[config.mk]
export PLATFORM = sky130hd
export DESIGN_NAME = decode_dispatch
export DESIGN_NICKNAME = d
export VERILOG_FILES = /design/src/rtl/decode_dispatch.sv
export SDC_FILE = /design/constraint.sdc
export NUM_CORES = 1
export LEC_CHECK = 0
export ABC_AREA = 1
export CAP_MARGIN = 25
export CORE_ASPECT_RATIO = 1.1
export CORE_UTILIZATION = 42
export DETAILED_ROUTE_END_ITERATION = 12
export GPL_TIMING_DRIVEN = 1
export PLACE_DENSITY = 0.95
export SETUP_SLACK_MARGIN = 0.5
export SLEW_MARGIN = 20
export SYNTH_ARGS = -nofsm -noshare
export SYNTH_HDL_FRONTEND = slang
export SYNTH_SLANG_ARGS = --single-unit
[constraint.sdc]
create_clock -name clk -period 4.3 [get_ports clk]
set_clock_uncertainty 0.05 [all_clocks]
set_input_delay 0.86 -clock clk [delete_from_list [all_inputs] [get_ports clk]]
set_output_delay 0.86 -clock clk [all_outputs]
set_load 0.05 [all_outputs]
[src/rtl/decode_dispatch.sv]
// decode_dispatch: one-entry issue register that routes decoded instructions to ALU/LS/CSR, drains on FENCE, raises traps.
// Latency: accept in cycle N -> unit valid in N+1; back-to-back accept/fire sustains one dispatch per cycle.
// Backpressure: in_ready_o drops while the entry waits for its unit, in DRAIN and TRAP; LS is held when LS_MAX_OUT ops are in flight.
//
// Ports:
//   clk, rst_n                       clock, asynchronous active-low reset
//   flush_i                          drop the held entry (redirect / trap entry)
//   in_valid_i/in_ready_o            decoder handshake; in_decode_i, in_pc_i, in_instr_i are the payload
//   {alu,ls,csr}_valid_o/_ready_i    per-unit handshakes; op_* payload is shared by all units
//   ls_done_i                        one pulse per completed load/store
//   trap_valid_o/trap_ack_i          trap request with trap_cause_o (0 illegal, 1 ecall, 2 ebreak) and trap_pc_o
//   fence_busy_o                     high while a FENCE waits for memory ops to complete
//   perf_dispatch_o, perf_stall_o    counters, present only when DISPATCH_PERF_EN is defined (otherwise 0)
module decode_dispatch #(
    parameter int XLEN       = 32,
    parameter int LS_MAX_OUT = 4
) (
    input  logic            clk,
    input  logic            rst_n,
    input  logic            flush_i,
    input  logic            in_valid_i,
    output logic            in_ready_o,
    input  logic [14:0]     in_decode_i,
    input  logic [XLEN-1:0] in_pc_i,
    input  logic [31:0]     in_instr_i,
    output logic            alu_valid_o,
    input  logic            alu_ready_i,
    output logic            ls_valid_o,
    input  logic            ls_ready_i,
    output logic            csr_valid_o,
    input  logic            csr_ready_i,
    output logic [2:0]      op_sub_unit_o,
    output logic [3:0]      op_sel_o,
    output logic            op_imm_o,
    output logic            op_calc_j_o,
    output logic [XLEN-1:0] op_pc_o,
    output logic [31:0]     op_instr_o,
    input  logic            ls_done_i,
    output logic            trap_valid_o,
    output logic [1:0]      trap_cause_o,
    output logic [XLEN-1:0] trap_pc_o,
    input  logic            trap_ack_i,
    output logic            fence_busy_o,
    output logic [31:0]     perf_dispatch_o,
    output logic [31:0]     perf_stall_o
);
    localparam int CW = $clog2(LS_MAX_OUT + 1);

    typedef enum logic [1:0] {ST_EMPTY, ST_HOLD, ST_DRAIN, ST_TRAP} state_t;

    typedef struct packed {
        logic [1:0]      unit;
        logic [2:0]      sub_unit;
        logic [3:0]      sel;
        logic            imm;
        logic            calc_j;
        logic [XLEN-1:0] pc;
        logic [31:0]     instr;
    } entry_t;

    state_t        state_q, state_d;
    entry_t        ent_q;
    logic [1:0]    cause_q;
    logic [CW-1:0] out_cnt_q;

    state_t        cap_state;
    logic [1:0]    cap_cause;
    logic          ls_full;
    logic          sel_vld, sel_rdy;
    logic          unit_fire, fire_eff, capture;
    logic          ls_inc, ls_dec;

    // Unit valids decode straight from flops, so no input-to-output path exists on them.
    assign ls_full     = (out_cnt_q == CW'(LS_MAX_OUT));
    assign alu_valid_o = (state_q == ST_HOLD) && (ent_q.unit == 2'd0);
    assign ls_valid_o  = (state_q == ST_HOLD) && (ent_q.unit == 2'd1) && !ls_full;
    assign csr_valid_o = (state_q == ST_HOLD) && (ent_q.unit == 2'd2);
    assign sel_vld     = alu_valid_o || ls_valid_o || csr_valid_o;

    always_comb begin
        sel_rdy = 1'b0;
        case (ent_q.unit)
            2'd0:    sel_rdy = alu_ready_i;
            2'd1:    sel_rdy = ls_ready_i;
            2'd2:    sel_rdy = csr_ready_i;
            default: sel_rdy = 1'b0;
        endcase
    end

    assign unit_fire  = sel_vld && sel_rdy;
    assign in_ready_o = (state_q == ST_EMPTY) || unit_fire;
    // A flush wins over both the capture and the fire in the same cycle.
    assign capture    = in_valid_i && in_ready_o && !flush_i;
    assign fire_eff   = unit_fire && !flush_i;

    // Classify the incoming word; the first matching rule decides where the entry goes.
    always_comb begin
        cap_state = ST_HOLD;
        cap_cause = 2'd0;
        if (in_decode_i[1] || (in_decode_i[14:13] == 2'd3)) begin
            cap_state = ST_TRAP;
            cap_cause = 2'd0;
        end else if (in_decode_i[3]) begin
            cap_state = ST_TRAP;
            cap_cause = 2'd1;
        end else if (in_decode_i[2]) begin
            cap_state = ST_TRAP;
            cap_cause = 2'd2;
        end else if (in_decode_i[4]) begin
            cap_state = ST_DRAIN;
        end
    end

    always_comb begin
        state_d = state_q;
        case (state_q)
            ST_EMPTY: if (capture) state_d = cap_state;
            ST_HOLD:  if (fire_eff) state_d = capture ? cap_state : ST_EMPTY;
            // Leaves one cycle after the registered count reads zero.
            ST_DRAIN: if (out_cnt_q == '0) state_d = ST_EMPTY;
            ST_TRAP:  if (trap_ack_i) state_d = ST_EMPTY;
            default:  state_d = ST_EMPTY;
        endcase
        if (flush_i) state_d = ST_EMPTY;
    end

    always_ff @(posedge clk or negedge rst_n) begin
        if (!rst_n) begin
            state_q <= ST_EMPTY;
            ent_q   <= '0;
            cause_q <= 2'd0;
        end else begin
            state_q <= state_d;
            if (capture) begin
                ent_q.unit     <= in_decode_i[14:13];
                ent_q.sub_unit <= in_decode_i[12:10];
                ent_q.sel      <= in_decode_i[9:6];
                ent_q.imm      <= in_decode_i[5];
                ent_q.calc_j   <= in_decode_i[0];
                ent_q.pc       <= in_pc_i;
                ent_q.instr    <= in_instr_i;
                cause_q        <= cap_cause;
            end else if (state_d == ST_EMPTY) begin
                ent_q   <= '0;
                cause_q <= 2'd0;
            end
        end
    end

    // In-flight load/store count; a done pulse with nothing outstanding is dropped. Flush leaves it alone.
    assign ls_inc = ls_valid_o && ls_ready_i && !flush_i;
    assign ls_dec = ls_done_i && (out_cnt_q != '0);

    always_ff @(posedge clk or negedge rst_n) begin
        if (!rst_n) begin
            out_cnt_q <= '0;
        end else if (ls_inc && !ls_dec) begin
            out_cnt_q <= out_cnt_q + CW'(1);
        end else if (!ls_inc && ls_dec) begin
            out_cnt_q <= out_cnt_q - CW'(1);
        end
    end

    assign op_sub_unit_o = ent_q.sub_unit;
    assign op_sel_o      = ent_q.sel;
    assign op_imm_o      = ent_q.imm;
    assign op_calc_j_o   = ent_q.calc_j;
    assign op_pc_o       = ent_q.pc;
    assign op_instr_o    = ent_q.instr;
    assign trap_valid_o  = (state_q == ST_TRAP);
    assign trap_cause_o  = cause_q;
    assign trap_pc_o     = ent_q.pc;
    assign fence_busy_o  = (state_q == ST_DRAIN);

`ifdef DISPATCH_PERF_EN
    logic [31:0] perf_dispatch_q, perf_stall_q;

    always_ff @(posedge clk or negedge rst_n) begin
        if (!rst_n) begin
            perf_dispatch_q <= '0;
            perf_stall_q    <= '0;
        end else begin
            if (fire_eff) perf_dispatch_q <= perf_dispatch_q + 32'd1;
            if ((state_q == ST_HOLD) && !sel_rdy) perf_stall_q <= perf_stall_q + 32'd1;
        end
    end

    assign perf_dispatch_o = perf_dispatch_q;
    assign perf_stall_o    = perf_stall_q;
`else
    assign perf_dispatch_o = 32'd0;
    assign perf_stall_o    = 32'd0;
`endif

endmodule

Word-level counts from Yosys, hierarchy flattened
Cells that the tools add are included.
{"block": "totals", "regBits": 82, "out_inout_bits": 177}
{"block": "classes", "add_sub_neg": 2, "n_eq_ne": 7, "muxes": 21, "n_reduce_logical": 28}
{"op": "$mux 75", "count": 2}
{"op": "$mux 2", "count": 15}
{"op": "$logic_and 1x1->1", "count": 13}
{"op": "$eq 2x2->1 const B", "count": 4}
{"op": "$pmux 2 s4", "count": 1}
{"op": "$logic_not 2->1", "count": 3}
{"op": "$mux 3", "count": 2}
{"op": "$eq 2x1->1 const B", "count": 2}
{"op": "$logic_not 1->1", "count": 4}
{"op": "$logic_or 1x1->1", "count": 4}
{"op": "$reduce_bool 2->1", "count": 2}
{"op": "$add 3x1->3 const B", "count": 1}
{"op": "$eq 3x3->1 const B", "count": 1}
{"op": "$logic_not 3->1", "count": 1}
{"op": "$pmux 1 s3", "count": 1}
{"op": "$reduce_bool 3->1", "count": 1}
{"op": "$sub 3x1->3 const B", "count": 1}

Depth between registers and ports, before layout
{"block": "depth", "word_depth": 16, "depth_mapped": 13, "ltp_nobuf": 12}

Worst setup path after synthesis
OpenSTA, ideal clock, no wires.
{"block": "synth_timing", "path_kind": "reg2reg", "from": "register state_q[1]", "to": "register out_cnt_q[2]", "t_arrival_ns": 2.442, "required_time_ns": 4.119, "setup_slack_ns": 1.677, "stages_incl_launch_ff": 12, "n_path_buf": 0, "synth_period_minus_slack_ns": 2.623, "path_cell_list": "dfrtp_1 -> nor2_1 -> nand3_1 -> nor2_1 -> nand2_1 -> nor2_1 -> ha_1 -> inv_1 -> fa_1 -> a21oi_1 -> o21ai_0 -> xor2_1"}
{"block": "synth_between", "elab_chain_cells": 8, "word_cells_on_any_way": 10, "cone_classes": "eq/ne (1); mux (1); reduce/logical (8)"}
{"element": "start: declaration", "line_no": "61", "source": "state_t state_q, state_d;"}
{"element": "start signal: assignment", "line_no": "133", "source": "state_q <= state_d;"}
{"element": "$eq 2x1->1 (*)", "line_no": "76", "source": "assign ls_valid_o = (state_q == ST_HOLD) && (ent_q.unit == 2'd1) && !ls_full;"}
{"element": "$logic_and 1x1->1 (*) (2 in a row)", "line_no": "76"}
{"element": "via ls_valid_o", "line_no": "28", "source": "output logic ls_valid_o,"}
{"element": "$logic_and 1x1->1 (*) (2 in a row)", "line_no": "151", "source": "assign ls_inc = ls_valid_o && ls_ready_i && !flush_i;"}
{"element": "$logic_not 1->1", "line_no": "159", "source": "end else if (!ls_inc && ls_dec) begin"}
{"element": "$logic_and 1x1->1", "line_no": "159"}
{"element": "$reduce_bool 2->1 (no source line)"}
{"element": "end signal: assignment", "line_no": "158", "source": "out_cnt_q <= out_cnt_q + CW'(1);"}
{"element": "end signal: assignment", "line_no": "160", "source": "out_cnt_q <= out_cnt_q - CW'(1);"}
{"element": "end: declaration", "line_no": "64", "source": "logic [CW-1:0] out_cnt_q;"}
The timed path passes the listed nets; every way through them passes the cells marked *.
A chain may end at the register's enable or synchronous reset.

Worst setup path in the final report
{"block": "layout_timing", "from": "input ls_ready_i", "to": "output in_ready_o"}
{"block": "layout_between", "elab_chain_cells": 3}
{"element": "start: declaration", "line_no": "29", "source": "input logic ls_ready_i,"}
{"element": "$pmux 1 s3", "line_no": "82", "source": "case (ent_q.unit)"}
{"element": "$logic_and 1x1->1", "line_no": "90", "source": "assign unit_fire = sel_vld && sel_rdy;"}
{"element": "$logic_or 1x1->1", "line_no": "91", "source": "assign in_ready_o = (state_q == ST_EMPTY) || unit_fire;"}
{"element": "end: declaration", "line_no": "22", "source": "output logic in_ready_o,"}
No other way between the ends.

==> run summary <==
Global-route wire length before repair: 16.28 mm
# IOs: 265
Layout area overhead: 29.71%
Setup Buffers After CTS: 0
Total power: 3.810 mW
Final ANT Viol Nets: 0
Pre-Repair DR Iteration Count: 4
# setup viols final: 0
IO Port Bufs: 200
CTS tree: done
Share of the synthesized area in the top cell type: 0.4362
CTS H-tree lvls: 3
CP max stage delay: 0.81 ns
Fmax: 294.9 MHz
Synthesized netlist cell count: 562
Die Area: 11,630 um^2
GPL Wtd Cong: 0.8443
Crit path capture type: output pin
Register area share after synthesis: 0.4362
GRT Util Overall: 0.1814
Die height: 113 um
Met3 Wirelength: 843 um
Num CTS Buffers: 9
Final wirelength: 10.55 mm
Fin. max-slew vios: 0
Crit path DAT: 2.48 ns
WL met1: 3.920 mm
Final core occ: 0.5593
Status: completed
Clock Path Buffers: 2
Max-cap violations: 0
Width of the die: 102.9 um
Initial Utilization: 0.4312
Crit-path max FO: 2
PwrDens: 624.3 nW/um^2
Met2 WL: 5.549 mm
DP HPWL: 7.708 mm
Tmin final: 3.391 ns
Final Instance Count excl. Fillers: 801
Count of final hold-check violations: 0
VDD IR max: 0.2801 mV
Hold Crit Class: reg2reg
Largest net degree at the start of global routing: 83
CTS sink count: 82
Req. time, crit path: 3.39 ns
Setup crit start kind: input pin
Antenna violations before repair: 0
Post-DR wirelength/cell: 13.17 um
Via/cell ratio: 4.443
Count of state elements after synthesis: 82
Root Driver: clkbuf_16
Drt drc: 0
Gr ovfl total: 0
CORE AREA: 10,910 um^2
Top Layer Used: met4
CP max-delay cell: clkdlybuf4s50_1
Synth top area cells: dfrtp_1, buf_4, nand2_1
Vias post-DR: 3,559
Cells resized by post-CTS repair: 0
RSZ-0062 raised after global routing: no
Worst-Margin Slew: 0.7362 ns
CTS Hold Bufs: 0
Static Leak: 3.014 nW
Post-synth cell types: 23
Yosys warns: 0
Share of cells above drive strength 1: 0.03976
CTS clk-pin slew, worst paths: 0.06 ns
Cell Rows: 40
Syn avg cell area: 8.371 um^2
Vias in the first global route: 3,365
Placed Instances: 785
Max_slew headroom: 0.5092
Ant diodes: 0
Setup TNS: 0 ns
Nets: 739
Area leader, netlist: dfrtp_1
CP Class: in2out
Worst skew pair latency: 0.33 ns
Critical-path cell list: clkdlybuf4s50_1 > nand3_1 > nand3_1 > nand2_2 > nand2_1 > clkdlybuf4s50_1
Final period util: 0.7886
Syn Std Cell Area: 4705 um^2
Initial DRC count: 134
## sequential cells by signal, indices dropped and copies added, names as in the netlist
register,cells
ent_q,2
op_calc_j_o,1
op_imm_o,1
op_instr_o,32
op_pc_o,32
op_sel_o,4
op_sub_unit_o,3
out_cnt_q,3
state_q,2
trap_cause_o,2
## through the flow
step                      hold slack [ns]  setup WS [ns]  cell area, um^2
after floorplan                    0.4198          1.677             4941
after global placement             0.4293         0.9059             5792
after detailed placement           0.4353         0.9052             5792
after CTS                          0.4494         0.9035             6098
after global routing               0.4732         0.7987             6102
final                              0.4437         0.9090             6102
## layout by cell type (no fill, tap or decap), types with 3 or more instances in the layout
master / synthesis / layout
inv_1: 10 / 10
dfrtp_1: 82 / 82
nand3_1: 83 / 83
clkbuf_16: 0 / 9
nor2_1: 9 / 9
o21ai_0: 3 / 3
nand2_1: 168 / 168
conb_1: 1 / 64
clkdlybuf4s50_1: 0 / 199
## per-layer routing
layer / GRT usage / vias up
met5: 0 / -
met4: 0.07230 / 0
met3: 0.03953 / 16
met2: 0.3396 / 188
met1: 0.1932 / 1650
li1: - / 1705
## synth_stat cells
| master | count |
|---|---|
| fa_1 | 1 |
| o21ai_0 | 3 |
| a211oi_1 | 1 |
| mux2_2 | 1 |
| nand3_1 | 83 |
| nand2_2 | 2 |
| conb_1 | 1 |
| ha_1 | 1 |
| a21oi_1 | 2 |
| buf_6 | 4 |
| dfrtp_1 | 82 |
| xnor2_1 | 1 |
| nand2_1 | 168 |
| clkbuf_1 | 9 |
| buf_2 | 11 |
| inv_1 | 10 |
| nor2_1 | 9 |
| inv_2 | 2 |
| a21oi_4 | 1 |
| buf_4 | 167 |
| o211ai_1 | 1 |
| nand4_1 | 1 |
| xor2_1 | 1 |
## where the power goes
group | total, mW | internal [mW] | switching (mW) | leakage (nW)
clock | 0.778 | 0.481 | 0.298 | 0.145
sequential | 1.06 | 0.938 | 0.121 | 1.10
combinational | 1.97 | 0.577 | 1.40 | 1.76
total | 3.81 | 2.00 | 1.81 | 3.01
## kinds of logic (layout without fill, tap and decap cells)
family | after synthesis | count (layout) | share of synthesized area
xor+xnor | 2 | 2 | 0.003724
mux | 1 | 1 | 0.002393
other cells | 1 | 64 | 0.0007971
compound gates | 8 | 8 | 0.01197
buf+inv | 203 | 232 | 0.3045
flops | 82 | 82 | 0.4362
simple gates | 263 | 263 | 0.2335
fa+ha+maj | 2 | 2 | 0.006915
## worst max-delay path, delay by kind of cell
kind / cells / cell delay, ns
buffers and inverters: 2 / 1.29
and+or+nand+nor: 4 / 0.33
## layout make-up
cell class | count | area [um^2]
clock buffers | 12 | 256.5
well taps | 147 | 183.9
repair buffers | 204 | 2058
fillers | 957 | 4808
multi-input cells | 340 | 1456
clock inverters | 4 | 50.05
inverters | 12 | 45.04
flip-flops and latches | 82 | 2052
## final timing paths
check                                   from             end  slack (ns)  cells past startpoint
worst max-delay path              ls_ready_i      in_ready_o        0.91                      6
worst min-delay path             op_sel_o[3]     op_sel_o[3]        0.44                      2
worst max register to register  out_cnt_q[0]  op_instr_o[10]        2.03                     12
worst min register to register   op_sel_o[3]     op_sel_o[3]        0.44                      2
max in group asynchronous              rst_n  op_instr_o[30]        3.17                      1
min in group asynchronous              rst_n     op_pc_o[25]        0.51                      1
Power figures use the tool's default switching activity.
